<file path="config.mk">
export PLATFORM = sky130hd
export DESIGN_NAME = image_loader
export DESIGN_NICKNAME = d
export VERILOG_FILES = /design/src/rtl/image_loader.sv
export SDC_FILE = /design/constraint.sdc
export NUM_CORES = 1
export LEC_CHECK = 0
export ABC_AREA = 1
export BUFFER_PORTS_ARGS = -buffer_cell sky130_fd_sc_hd__buf_2
export CORE_MARGIN = 4
export CORE_UTILIZATION = 45
export CTS_BUF_LIST = sky130_fd_sc_hd__clkbuf_8
export CTS_CLUSTER_SIZE = 30
export DETAILED_ROUTE_END_ITERATION = 10
export HOLD_SLACK_MARGIN = 0.06
export PLACE_DENSITY_LB_ADDON = 0.15
export SYNTH_ARGS = -nofsm -noshare
export SYNTH_HDL_FRONTEND = slang
export SYNTH_SLANG_ARGS = --single-unit
</file>
<file path="constraint.sdc">
create_clock -name clk -period 8.4 [get_ports clk]
set_clock_uncertainty 0.15 [all_clocks]
set_input_delay 0.84 -clock clk [delete_from_list [all_inputs] [get_ports clk]]
set_output_delay 0.84 -clock clk [all_outputs]
set_load 0.03 [all_outputs]
</file>
<file path="src/rtl/image_loader.sv">
`default_nettype none
// ============================================================================
// Module      : image_loader
// Description : Streams a header+pixel image into data memory through a byte
//               write port and holds the processor until the image is complete.
// Revision    : 1.0 - initial release
// ============================================================================
module image_loader #(
    parameter int unsigned           ADDR_W     = 32,
    parameter logic [ADDR_W-1:0]     BASE_ADDR  = 32'h100,
    parameter int unsigned           MAX_PIXELS = 16384
) (
    input  logic              clk,
    input  logic              rst,
    input  logic              start,
    input  logic              s_valid,
    input  logic [7:0]        s_data,
    output logic              s_ready,
    output logic              mem_we,
    output logic [ADDR_W-1:0] mem_addr,
    output logic [7:0]        mem_din,
    output logic              cpu_hold,
    output logic              busy,
    output logic              done,
    output logic              err,
    output logic [31:0]       pix_count
);

    localparam logic [2:0] ST_IDLE   = 3'd0;
    localparam logic [2:0] ST_HEADER = 3'd1;
    localparam logic [2:0] ST_CHECK  = 3'd2;
    localparam logic [2:0] ST_PIXELS = 3'd3;
    localparam logic [2:0] ST_DONE   = 3'd4;
    localparam logic [2:0] ST_ERROR  = 3'd5;

    localparam logic [31:0] C_MAX_PIXELS = 32'(MAX_PIXELS);
    localparam logic [31:0] C_HDR_BYTES  = 32'd4;

    logic [2:0]        state_q, state_d;
    logic [31:0]       idx_q, idx_d;
    logic [15:0]       width_q, width_d;
    logic [15:0]       height_q, height_d;
    logic [31:0]       pix_count_q, pix_count_d;
    logic              done_q, done_d;
    logic              err_q, err_d;
    logic              hold_q, hold_d;
    logic              mem_we_q, mem_we_d;
    logic [ADDR_W-1:0] mem_addr_q, mem_addr_d;
    logic [7:0]        mem_din_q, mem_din_d;

    logic              w_hs;
    logic              w_start_ok;
    logic [31:0]       w_product;
    logic              w_bad_hdr;
    logic [31:0]       w_offset;

    assign w_hs       = s_valid && s_ready;
    assign w_start_ok = start && ((state_q == ST_IDLE) || (state_q == ST_DONE) ||
                                  (state_q == ST_ERROR));
    assign w_product  = {16'd0, width_q} * {16'd0, height_q};
    assign w_bad_hdr  = (width_q == 16'd0) || (height_q == 16'd0) ||
                        (w_product > C_MAX_PIXELS);
    // Pixels sit directly after the 4-byte header in memory.
    assign w_offset   = (state_q == ST_PIXELS) ? (idx_q + C_HDR_BYTES) : idx_q;

    // ------------------------------------------------------------------
    // FSM: state register
    // ------------------------------------------------------------------
    always_ff @(posedge clk) begin
        if (rst) begin
            state_q <= ST_IDLE;
        end else begin
            state_q <= state_d;
        end
    end

    // ------------------------------------------------------------------
    // FSM: next-state logic
    // ------------------------------------------------------------------
    always_comb begin
        state_d = state_q;
        case (state_q)
            ST_IDLE: begin
                if (start) state_d = ST_HEADER;
            end
            ST_HEADER: begin
                if (w_hs && (idx_q == 32'd3)) state_d = ST_CHECK;
            end
            ST_CHECK: begin
                state_d = w_bad_hdr ? ST_ERROR : ST_PIXELS;
            end
            ST_PIXELS: begin
                if (w_hs && (idx_q == (pix_count_q - 32'd1))) state_d = ST_DONE;
            end
            ST_DONE, ST_ERROR: begin
                if (start) state_d = ST_HEADER;
            end
            default: state_d = ST_IDLE;
        endcase
    end

    // ------------------------------------------------------------------
    // FSM: state-decoded outputs
    // ------------------------------------------------------------------
    always_comb begin
        s_ready = 1'b0;
        busy    = 1'b0;
        case (state_q)
            ST_HEADER: begin
                s_ready = 1'b1;
                busy    = 1'b1;
            end
            ST_CHECK: begin
                busy    = 1'b1;
            end
            ST_PIXELS: begin
                s_ready = 1'b1;
                busy    = 1'b1;
            end
            default: begin
                s_ready = 1'b0;
                busy    = 1'b0;
            end
        endcase
    end

    // ------------------------------------------------------------------
    // Datapath next-state: index, header capture, status flags
    // ------------------------------------------------------------------
    always_comb begin
        idx_d       = idx_q;
        width_d     = width_q;
        height_d    = height_q;
        pix_count_d = pix_count_q;
        done_d      = done_q;
        err_d       = err_q;
        hold_d      = hold_q;

        if (w_start_ok) begin
            idx_d  = 32'd0;
            done_d = 1'b0;
            err_d  = 1'b0;
            hold_d = 1'b1;
        end else begin
            case (state_q)
                ST_HEADER: begin
                    if (w_hs) begin
                        idx_d = idx_q + 32'd1;
                        case (idx_q[1:0])
                            2'd0:    width_d[15:8]  = s_data;
                            2'd1:    width_d[7:0]   = s_data;
                            2'd2:    height_d[15:8] = s_data;
                            default: height_d[7:0]  = s_data;
                        endcase
                    end
                end
                ST_CHECK: begin
                    pix_count_d = w_product;
                    idx_d       = 32'd0;
                    if (w_bad_hdr) err_d = 1'b1;
                end
                ST_PIXELS: begin
                    if (w_hs) idx_d = idx_q + 32'd1;
                end
                // Release happens one cycle after entry, so the final pixel
                // write (high during the entry cycle) lands first.
                ST_DONE: begin
                    done_d = 1'b1;
                    hold_d = 1'b0;
                end
                default: begin
                    idx_d = idx_q;
                end
            endcase
        end
    end

    // ------------------------------------------------------------------
    // Memory write port next-state: one registered cycle after handshake
    // ------------------------------------------------------------------
    always_comb begin
        mem_we_d   = w_hs;
        mem_addr_d = mem_addr_q;
        mem_din_d  = mem_din_q;
        if (w_hs) begin
            mem_addr_d = BASE_ADDR + ADDR_W'(w_offset);
            mem_din_d  = s_data;
        end
    end

    always_ff @(posedge clk) begin
        if (rst) begin
            idx_q       <= 32'd0;
            width_q     <= 16'd0;
            height_q    <= 16'd0;
            pix_count_q <= 32'd0;
            done_q      <= 1'b0;
            err_q       <= 1'b0;
            hold_q      <= 1'b1;
            mem_we_q    <= 1'b0;
            mem_addr_q  <= '0;
            mem_din_q   <= 8'd0;
        end else begin
            idx_q       <= idx_d;
            width_q     <= width_d;
            height_q    <= height_d;
            pix_count_q <= pix_count_d;
            done_q      <= done_d;
            err_q       <= err_d;
            hold_q      <= hold_d;
            mem_we_q    <= mem_we_d;
            mem_addr_q  <= mem_addr_d;
            mem_din_q   <= mem_din_d;
        end
    end

    assign mem_we    = mem_we_q;
    assign mem_addr  = mem_addr_q;
    assign mem_din   = mem_din_q;
    assign cpu_hold  = hold_q;
    assign done      = done_q;
    assign err       = err_q;
    assign pix_count = pix_count_q;

endmodule
`default_nettype wire

</file>
==> flow_summary.ini, run 1 <==
[drt]
routed_wl_um = 54600
final_antenna_net_count = 0
wl_per_cell_um = 16.9
drtPass1Iterations = 5
drc = 0
via_per_inst = 5.11
vias = 16500
drt_iter0_drc = 1257

[floorplanning]
initial_core_util_pct = 45.7
die_area_um2 = 43800
rows = 73
ioPinCount = 90
die_y_um = 209
coreArea_um2 = 39900
die_width_um = 209

[finish]
finalNetCount = 3007
drive_above_1_share_pct = 7.55
diodes = 0
final_core_util_pct = 48.6
postLayoutCellArea_um2 = 19400
fillers = 4094
syn2layout_area_growth_pct = 6.43

[pwr]
intPower_mw = 1.65
irDropWorstVdd_mv = 0.286
switching_power_mw = 1.79
finalPower_mw = 3.44
power_frac_clock_pct = 17.8
seqPwrFrac_pct = 30.2
power_frac_comb_pct = 52.0
switching_share_pct = 51.9
p_leak_nw = 11.3
power.density_nw_per_um2 = 177

[clock_tree]
clock_sinks = 143
path_clk_slew_ps = 100
post_cts_buffers = 0
worstSkewPairLatency_ps = 500
ctsLongestPathBuffers = 2
ctsRootBufferMaster = clkbuf_8
cts_hold_buf = 0
numCtsBuffers = 17
htreeDepth = 4
cts_tree = done
post_cts_resized = 0

[flow_run]
max_cap_viol_count = 0

[critical_path]
path_delay_family = adder cells
crit_fanout = 17
crit_buf_inv = 7
slowest_stage = dfxtp_1
critical_path.endpoint_type = register
worstSetupPathType = reg2reg
cp_data_required_time_ps = 8620
cp.arrival_ps = 7290
cpPeakStageDelay_ps = 920
worst_path_most_repeated_cell = nand2_1
critPathLaunchType = register

[grt]
grt_pass1_vias = 16400
grt_pass1_wl_um = 88300
busiest_layer = met2
grt_start_max_net_pins = 96
grt_usage_pct = 25.1
gr-total-overflow = 0
antenna_found_initial = 1
grtUsageMet2_pct = 42.2
grt_util_met1_pct = 34.1
grtUsageMet3_pct = 3.35

[yosys]
syn_area_um2 = 18200
synth_flop_cell = dfxtp_1
synth.most_common_cell = nand2_1
ys_ff_latch = 143
synth_top_area_share_pct = 21.3
synth_area_leaders = fa_1, dfxtp_1, nand2_1
synth_fa_ha_area_share_pct = 29.1
ys_async_sr_fraction_pct = 0
postSynthAreaPerCell_um2 = 6.80
ys_top_cells_by_count = nand2_1, inv_1, fa_1
synth_compound_gate_area_share_pct = 8.31
synth-simple-area-share_pct = 26.6
muxShareOfSynthArea_pct = 0
synth_edf_count = 0
synth_top_family_by_area = adder cells
synth_nets = 2998
seq_area_frac_synth_pct = 15.7
synth-xor-area-share_pct = 4.30
synth_cell_types = 57
synth.largest_area_cell = fa_1
syn_inst = 2679
yosysWarnings = 0

[timing]
slew_violations = 0
rsz0062_at_grt = no
fin_crit_ps = 7070
setup_viol = 0
relSlewSlack_pct = 37.1
fin_crit_sh_pct = 84.2
clock.fmax_mhz = 141
tns_ps = 0
worst_pin_slew_ps = 942
hold_viol_final = 0
whs_ps = 316

[min_path]
hold_class = reg2reg

[placed_design]
hpwl_um = 43800
port_buffers = 89
gp_congestion = 0.957
dpl_cell_area_um2 = 19000

[run_status]
status = finished clean
## power groups by stage
stage / clock network [mW] / registers, mW / logic (mW)
finish: 0.611 / 1.04 / 1.79
CTS: 0.627 / 1.03 / 1.78
global placement: 0 / 1.04 / 1.76
floorplan: 0 / 1.12 / 1.16
global route: 0.651 / 1.05 / 1.98
detailed placement: 0 / 1.05 / 1.77
## tightest hold or removal path: cells and delay by family (launching register included)
family                 cells  cell delay, ps
AO/OA/AOI/OAI              1              50
buffers and inverters      1              50
flip-flops                 1             320
## path summary, 6_finish.rpt
kind,startpoint,to,slack [ps],depth (start not counted)
setup / recovery,width_q[5],state_q[2],1330,29
hold / removal,done,done,320,2
setup reg to reg,width_q[5],state_q[2],1330,29
hold reg to reg,done,done,320,2
## through the flow
stage,std cells,setup WS [ps]
2_1_floorplan,2679,2370
3_5_place_dp,3194,1410
3_3_place_gp,3194,1450
5_1_grt,3226,944
6_report,3226,1330
4_1_cts,3226,1360
## logic make-up (layout without fill, tap and decap cells)
| family | after synthesis | after routing |
|---|---|---|
| buffers and inverters | 773 | 795 |
| DFF | 143 | 143 |
| and+or+nand+nor | 1110 | 1110 |
| xor gates and xnor gates | 84 | 84 |
| AOI/OAI and AO/OA | 262 | 262 |
| adders and majority gates | 307 | 307 |
## sequential cells by signal (all words and copies together), names as in the netlist
register and count:
err 1, mem_we 1, mem_addr 32, width_q 16, height_q 16, idx_q 32, state_q 3, cpu_hold 1
done 1, mem_din 8, pix_count 32
## cells in the final DEF (no fill, tap or decap), types with 5 or more instances in the layout
cell,n
nand2_1,690
inv_1,657
fa_1,194
nor2_1,182
dfxtp_1,143
ha_1,113
nand3_1,97
a21oi_1,93
o21ai_0,91
buf_2,89
xor2_1,61
nand4_1,34
nor3_1,21
o211ai_1,21
xnor2_1,18
clkbuf_8,18
nand3b_1,15
o21bai_1,14
nor2_2,13
nor2_4,12
inv_2,10
nor4_1,10
nand2_2,9
buf_4,9
o21a_1,7
nand2_4,6
a211oi_1,6
o21ai_1,5
## area by class of cell
type	count	area (um2)	area share (%)
Clock inverter	14	165	0.851
Tap cell	525	657	3.39
Timing Repair Buffer	98	513	2.64
Clock buffer	18	248	1.28
Multi-Input combinational cell	1763	12500	64.2
Inverter	665	2500	12.9
Sequential cell	143	2860	14.8
## metal layers
layer	part of all wire [%]	vias up	wire (um)
met1	44	7934	24200
met2	48	455	26300
met4	2.3	2	1270
met3	5.3	89	2880
met5	0.013	-	7
li1	-	8017	-
No activity file was read; power rests on OpenSTA's default activity.
==> run 2: changes to the inputs <==
--- a/config.mk
+++ b/config.mk
@@ -5,7 +5,7 @@
 export SDC_FILE = /design/constraint.sdc
 export NUM_CORES = 1
 export LEC_CHECK = 0
-export ABC_AREA = 1
+export ABC_AREA = 0
 export BUFFER_PORTS_ARGS = -buffer_cell sky130_fd_sc_hd__buf_2
 export CORE_MARGIN = 4
 export CORE_UTILIZATION = 45
==> constraint.sdc (replaced) <==
create_clock -name clk -period 6.1 [get_ports clk]
set_clock_uncertainty 0.15 [all_clocks]
set_input_delay 0.61 -clock clk [delete_from_list [all_inputs] [get_ports clk]]
set_output_delay 0.61 -clock clk [all_outputs]
set_load 0.03 [all_outputs]
==> run 2 against run 1 <==
The flow now finishes with violations (negative setup slack). Clock power rose by 31%. Register-to-register slack worse by 1700 ps. Sequential share of layout area about the same. Cell count fell by 15%. Wire length is 12% lower. Worst hold slack worse by 19 ps. Critical path type unchanged. Largest cell class unchanged.
==> flow_summary.ini, run 2 <==
[run_status]
status = finished with violations
violations = negative setup slack

[critical_path]
cpPeakStageDelay_ps = 560
r2r-start = height_q[4]
cp_data_required_time_ps = 6310
slowest_stage = fa_2
crit_fanout = 7
worstSetupPathType = reg2reg
critPathLaunch = height_q[4]
critical_path.endpoint_type = register
crit_path_cell_trace = buf_12, and2_4, fa_1, inv_2, fa_2, inv_2, fa_1, fa_2, fa_1, inv_2, fa_1, inv_2, ha_4, a21o_1, a31o_2, a221oi_4, a21oi_2, or3_4, a2111o_1, a211o_1, nor3_4, o31ai_1
critPathLaunchType = register
cp.arrival_ps = 6660

[yosys]
seq_area_frac_synth_pct = 17.1
syn_inst = 2081
synth_flop_cell = dfxtp_1
synth_top_area_share_pct = 23.3
syn_area_um2 = 16700
synth_nets = 2400
yosysWarnings = 0
synth.largest_area_cell = fa_1
ys_ff_latch = 143
ys_async_sr_fraction_pct = 0
synth_area_leaders = fa_1, dfxtp_1, ha_1
postSynthAreaPerCell_um2 = 8.03
synth_cell_types = 82
synth_edf_count = 0
ys_top_cells_by_count = nand2_1, inv_1, fa_1
synth.most_common_cell = nand2_1

[grt]
grt_usage_pct = 23.9
antenna_found_initial = 0
grt_start_max_net_pins = 64
grt_pass1_wl_um = 79300
grt_pass1_vias = 15000
gr-total-overflow = 0

[clock_tree]
numCtsBuffers = 17
cts_tree = done
cts_hold_buf = 0
ctsRootBufferMaster = clkbuf_8
worstSkewPairLatency_ps = 490
ctsLongestPathBuffers = 2
path_clk_slew_ps = 110
clock_sinks = 143
htreeDepth = 4

[placed_design]
hpwl_um = 38600
place_inst = 2664
port_buffers = 89
gp_congestion = 0.895

[pwr]
power.density_nw_per_um2 = 98.7
p_leak_nw = 9.13
irDropWorstVdd_mv = 0.133

[finish]
final_common_cell = nand2_1
final_cell_mix = nand2_1, inv_1, fa_1, buf_4, a21oi_1
finalNetCount = 2565
syn2layout_area_growth_pct = 19.4
drive_above_1_share_pct = 22.0
fin_cells = 2727
final_core_util_pct = 54.5
diodes = 0

[drt]
drt_iter0_drc = 1094
drc = 0
routed_wl_um = 48300
final_antenna_net_count = 0
via_per_inst = 5.51
wl_per_cell_um = 17.7
drtPass1Iterations = 5
vias = 15000

[flow_run]
max_cap_viol_count = 0

[min_path]
hold_start = s_data[3]
hold_class = in2reg

[timing]
fin_crit_ps = 6450
slew_violations = 0
worst_pin_slew_ps = 1120
worst_slack_ps = -352
relSlewSlack_pct = 24.8
hold_viol_final = 0
clock.fmax_mhz = 155
tns_ps = -1090
rsz0062_at_grt = yes
setup_viol = 5
fin_crit_sh_pct = 106

[floorplanning]
die_width_um = 201
ioPinCount = 90
coreArea_um2 = 36600
rows = 70
initial_core_util_pct = 45.6
die_y_um = 201
die_area_um2 = 40300
## run 2: repair_timing
| action | in CTS | in global routing |
|---|---|---|
| resized for setup | 101 | 83 |
| setup endpoints to repair | 15 | 14 |
| pin swaps | 43 | 44 |
| buffers inserted | 14 | 19 |
## run 2: worst paths after layout
kind                            cells past startpoint            to  slack [ps]
worst max-delay path                               22           err        -350
worst min-delay path                                3  height_q[11]         300
worst min register to register                      2  mem_addr[20]         300
worst max register to register                     22           err        -350
## run 2: per-layer routing
layer  up-vias  global-route usage [%]  part of all wire [%]
met2       429                    39.4                    47
met3        59                    3.94                   6.4
met1      7417                    33.3                    45
li1       7110                       -                     -
met5         -                       0                     0
met4         0                    5.24                   1.7
## run 2: final cells by class
cell class | instances | area, um2
Fill cell | 3479 | 16700
Clock inverter | 15 | 158
Sequential cell | 143 | 2950
Multi-Input combinational cell | 1544 | 13000
Inverter | 251 | 942
Tap cell | 468 | 586
Clock buffer | 17 | 234
Timing Repair Buffer | 289 | 2110
## run 2: worst max-delay path: cells and delay by family, from the launching register on
| kind | cells | cell delay (ps) |
|---|---|---|
| adder cells (fa/ha/maj) | 7 | 3240 |
| flip-flops | 1 | 390 |
| AO/OA/AOI/OAI | 7 | 1550 |
| AND/OR/NAND/NOR | 3 | 660 |
| buffers and inverters | 5 | 320 |
## run 2: logic make-up (layout without fill, tap and decap cells)
group	Yosys count	after routing	synth area share, %
buf+inv	394	572	9.06
fa+ha+maj	307	307	31.7
xor+xnor	126	126	6.61
compound gates	281	281	10.5
flops	143	143	17.1
simple gates	826	826	24.7
mux	4	4	0.240
## run 2: power by group
group	switching [mW]	leakage (nW)	internal (mW)
Clock	0.430	0.200	0.368
Sequential	0.0244	1.17	0.938
Combinational	0.145	7.76	0.0632
## run 2: stage by stage
step	worst slack, ps	cell area [um2]	hold WS (ps)	power [mW]
6_report	-352	19900	297	1.97
5_1_grt	-572	19900	290	2.03
4_1_cts	-364	19500	268	1.97
3_5_place_dp	-701	18600	292	1.19
3_3_place_gp	-561	18600	285	1.19
2_1_floorplan	-344	17200	324	1.12
